[src/rtl/lane_count_bank.sv]
// Bank of per-lane event counters, each resetting to its own lane index,
// with a snapshot that is streamed out one lane per beat over valid/ready.
module lane_count_bank #(
  parameter int NUM_LANE  = 10,
  parameter int WIDTH     = 8,
  parameter int MAX_COUNT = 255,
  parameter bit SATURATE  = 1'b0,
  localparam int LANE_W   = $clog2(NUM_LANE)
) (
  input  logic                      i_clk,
  input  logic                      i_arst,
  input  logic                      i_clr,
  input  logic [NUM_LANE-1:0]       i_inc,
  input  logic                      i_snap,
  output logic                      o_busy,
  output logic                      o_valid,
  input  logic                      i_ready,
  output logic [LANE_W-1:0]         o_lane,
  output logic [WIDTH-1:0]          o_count,
  output logic                      o_last,
  output logic [NUM_LANE*WIDTH-1:0] o_counts
);

  localparam logic [0:0] IDLE   = 1'b0;
  localparam logic [0:0] STREAM = 1'b1;

  localparam logic [WIDTH-1:0]  MAX_VAL  = WIDTH'(MAX_COUNT);
  localparam logic [LANE_W-1:0] LAST_PTR = LANE_W'(NUM_LANE - 1);

  logic [0:0]        state;
  logic [LANE_W-1:0] ptr;
  logic              take_snap;
  logic              at_last;
  logic [WIDTH-1:0]  snap_bus [NUM_LANE];

  assign take_snap = (state == IDLE) && i_snap;
  assign at_last   = (ptr == LAST_PTR);

  for (genvar g = 0; g < NUM_LANE; g++) begin : g_lane
    localparam logic [WIDTH-1:0] IDX = WIDTH'(g);

    logic [WIDTH-1:0] cnt;
    logic [WIDTH-1:0] snap;

    // Clear outranks increment; the terminal count either wraps or sticks.
    always_ff @(posedge i_clk or posedge i_arst) begin
      if (i_arst) begin
        cnt <= IDX;
      end else if (i_clr) begin
        cnt <= IDX;
      end else if (i_inc[g]) begin
        if (cnt == MAX_VAL) begin
          cnt <= SATURATE ? MAX_VAL : '0;
        end else begin
          cnt <= cnt + WIDTH'(1);
        end
      end
    end

    always_ff @(posedge i_clk or posedge i_arst) begin
      if (i_arst) begin
        snap <= '0;
      end else if (take_snap) begin
        snap <= cnt;
      end
    end

    assign o_counts[g*WIDTH +: WIDTH] = cnt;
    assign snap_bus[g]                = snap;
  end

  // Snapshot requests arriving mid-stream are dropped rather than queued.
  always_ff @(posedge i_clk or posedge i_arst) begin
    if (i_arst) begin
      state <= IDLE;
      ptr   <= '0;
    end else begin
      case (state)
        IDLE: begin
          if (i_snap) begin
            state <= STREAM;
            ptr   <= '0;
          end
        end
        STREAM: begin
          if (i_ready) begin
            if (at_last) begin
              state <= IDLE;
              ptr   <= '0;
            end else begin
              ptr <= ptr + LANE_W'(1);
            end
          end
        end
        default: begin
          state <= IDLE;
          ptr   <= '0;
        end
      endcase
    end
  end

  assign o_busy  = (state == STREAM);
  assign o_valid = (state == STREAM);
  assign o_lane  = (state == STREAM) ? ptr : '0;
  assign o_count = (state == STREAM) ? snap_bus[ptr] : '0;
  assign o_last  = (state == STREAM) && at_last;

endmodule
[config.mk]
export PLATFORM = sky130hd
export DESIGN_NAME = lane_count_bank
export DESIGN_NICKNAME = d
export VERILOG_FILES = /design/src/rtl/lane_count_bank.sv
export SDC_FILE = /design/constraint.sdc
export NUM_CORES = 1
export LEC_CHECK = 0
export CAP_MARGIN = 20
export CORE_AREA = 2 2 125 151
export DETAILED_ROUTE_END_ITERATION = 10
export DIE_AREA = 0 0 127 153
export PLACE_DENSITY = 0.67
export SYNTH_ARGS = -nofsm -noshare
export SYNTH_HDL_FRONTEND = slang
export SYNTH_SLANG_ARGS = --single-unit
[constraint.sdc]
create_clock -name i_clk -period 15.7 [get_ports i_clk]
set_clock_uncertainty 0.05 [all_clocks]
set_input_delay 2.355 -clock i_clk [delete_from_list [all_inputs] [get_ports i_clk]]
set_output_delay 2.355 -clock i_clk [all_outputs]
set_load 0.05 [all_outputs]
==> flow_metrics.tcl <==
set metrics [dict create \
    fp.dieArea_mm2 0.01943 \
    fp.coreArea_mm2 0.01797 \
    cts_tree "built" \
    powerDensity_mw_per_mm2 139.7 \
    yosys_warnings 0 \
    critPathMaxStageDelay_ns 0.88 \
    synthMuxAreaShare 0.1803 \
    crit_chain "buf_4, mux4_1, o21ai_1, a21oi_1, clkdlybuf4s50_1" \
    synth_fa_ha_area_frac 0.01887 \
    path_clk_slew_ns 0.06 \
    required_ns 13.30 \
    clk_latency_ns 0.43 \
    timing.setup.tns_ns 0 \
    die_height_um 153 \
    grt_first_pass_wirelength_um 30190 \
    status "completed" \
    arrival_ns 3.33 \
    synth_seq_area_share 0.5212 \
    max-cap-violations 0 \
    syn_area_mm2 0.007958 \
    nets 805 \
    drt_iter0_markers 396 \
    critical_path_class "flop to output port" \
    yosys.area.top_type "dfrtp_1" \
    place_area_mm2 0.009159 \
    leakage_nw 4.316 \
    maxSlewViolCount 0 \
    cts_resized 0 \
    grt_max_degree 91 \
    hp-class "flop to flop" \
    synth.avg_cell_area_um2 11.69 \
    n_fill_cell 1568 \
    ys.flop_type "dfrtp_1" \
    drc 0 \
    place_ws_ns 10.42 \
    fmax_mhz 174.4 \
    synth_nets 708 \
    rsz0062_at_grt "no" \
    cts.htree.levels 4 \
    syn_inst 681 \
    diodes 0 \
    cts-root-buf "clkbuf_16" \
    wirelength_um 18450 \
    synth.ff_latch_count 165 \
    start_util 0.4428 \
    drtPass1Iterations 4 \
    vdd_ir_drop_max_mv 0.1666 \
    finalPower_mw 1.365 \
    antenna_found_initial 0 \
    worst_slack_ns 9.967 \
    slowest_stage "dfrtp_1" \
    layout-drive-gt1-share 0.1861 \
    wl_per_cell_um 18.20 \
    relSlewSlack 0.3749 \
    path_max_fanout 22 \
    grt_pass1_vias 5736 \
    regToRegSetupSlack_ns 13.38 \
    num_vias 5578 \
    boundaryPins 110 \
    drt-vias-per-instance 5.501 \
    synthXorXnorAreaFrac 0.05393 \
    hold_viol_final 0 \
    period_needed_ns 5.733 \
    post-route-cell-area_mm2 0.009771 \
    areaGrowthSynthToFinish_pct 22.78 \
    synth.top_cell.area_share 0.4717 \
    synth_commonest_cells "dfrtp_1 (150), mux2_2 (83), nor2_1 (71)" \
    hpwl_um 12870 \
    die_w_um 127 \
    synthTopCellsByArea "dfrtp_1 (47%), mux2_2 (12%), dfstp_2 (5.0%)" \
    async_flop_share 1.000 \
    port_buffers 109 \
    synth.most_common_cell "dfrtp_1" \
    place_congestion 0.8265 \
    synth-edff-count 0 \
    startpoint_type "flop" \
    finalSetupViolations 0 \
    grt_overflow 0 \
    antenna_violating_nets_post_route 0 \
    synth_top_family_by_area "multiplexers" \
    fin_crit_sh 0.3652 \
    num_rows 54 \
    grt_use_total 0.1978 \
    tightestPinTransition_ns 0.9377 \
    synth-compound-area-share 0.08396 \
    crit_path_end_kind "output port" \
    synth_cell_type_count 45 \
    cts_buffer_depth 2 \
    cts_buffers 17 \
    final_util 0.5437 \
    cts_setup_buffers 0 \
    yosys.area_share.simple 0.1099 \
    clkSinkCount 165 \
    cts_hold_buf 0 \
]
path summary, 6_finish.rpt:
path	startpoint	end	cells after the start
max	ptr[0]	o_count[4]	5
max reg2reg	ptr[0]	ptr[3]	6
max in group asynchronous	i_arst	g_lane[1].cnt[3]	3
min	g_lane[0].snap[1]	g_lane[0].snap[1]	1
min in group asynchronous	i_arst	g_lane[9].cnt[4]	2
min reg2reg	g_lane[0].snap[1]	g_lane[0].snap[1]	1
power breakdown:
part / leakage [nW] / internal (mW) / switching [mW] / total, mW
clock network: 0.290 / 0.247 / 0.173 / 0.421
logic: 1.86 / 0.168 / 0.225 / 0.393
registers: 2.16 / 0.483 / 0.0688 / 0.551
total: 4.32 / 0.898 / 0.467 / 1.36
sequential cells by signal, indices dropped and copies added, names as in the netlist:
register     flops
ptr              4
g_lane.cnt      80
g_lane.snap     80
o_busy           1
kinds of logic (layout without fill, tap and decap cells):
family / after synthesis / count (layout)
compound gates: 96 / 96
xor+xnor: 49 / 49
fa+ha+maj: 12 / 12
buf+inv: 49 / 158
flops: 165 / 165
mux: 120 / 120
simple gates: 190 / 190
layout make-up:
class                   instances  area [um^2]  area share
flip-flops and latches        165         4148      0.4245
clock inverters                10        121.4     0.01242
multi-input cells             467         3565      0.3648
well taps                     224        280.3     0.02868
inverters                      14        57.56    0.005891
clock buffers                  21        470.5     0.04815
repair buffers                113         1129      0.1155
cell usage in the layout (no fill, tap or decap), types with 3 or more instances in the layout:
cell,Yosys,routed
o2111ai_1,10,10
o21ai_1,9,9
nand2_1,45,45
and2_1,9,9
inv_6,0,3
mux2_2,83,83
a21oi_1,25,25
mux4_1,8,8
mux2i_1,29,29
nor3b_1,3,3
o21ai_0,24,24
xnor2_1,16,16
dfrtp_1,150,150
o31ai_1,4,4
nor3_1,7,7
clkbuf_8,0,3
a221oi_2,8,8
clkinv_4,0,3
nand4_1,8,8
a21o_1,4,4
nor2b_1,3,3
clkdlybuf4s50_1,0,108
or3_1,6,6
and3_1,8,8
dfstp_2,15,15
inv_1,14,13
clkbuf_16,0,17
nand3_1,22,22
nor2_1,71,71
ha_1,12,12
buf_4,3,3
xor2_1,33,33
a31o_2,4,4
per-layer routing:
layer | share of wire | GRT usage | up-vias
met2 | 0.52 | 0.3438 | 143
met3 | 0.037 | 0.04200 | 28
met5 | 0 | 0 | -
met4 | 0.020 | 0.06384 | 0
li1 | - | - | 2610
met1 | 0.42 | 0.2457 | 2797
critical path, delay by kind of cell (launching register included):
family / cells / cell delay, ns
flip-flops: 1 / 0.88
buffers and inverters: 2 / 1.14
multiplexers: 1 / 0.60
AO/OA/AOI/OAI: 2 / 0.26
through the flow:
stage                     std cells  hold WS, ns
after floorplan                 681       0.3916
after global placement          982       0.4217
after detailed placement        982       0.4383
after CTS                      1013       0.4525
after global routing           1014       0.4747
final                          1014       0.4458
Note: power is estimated with default switching activity, not from simulation.
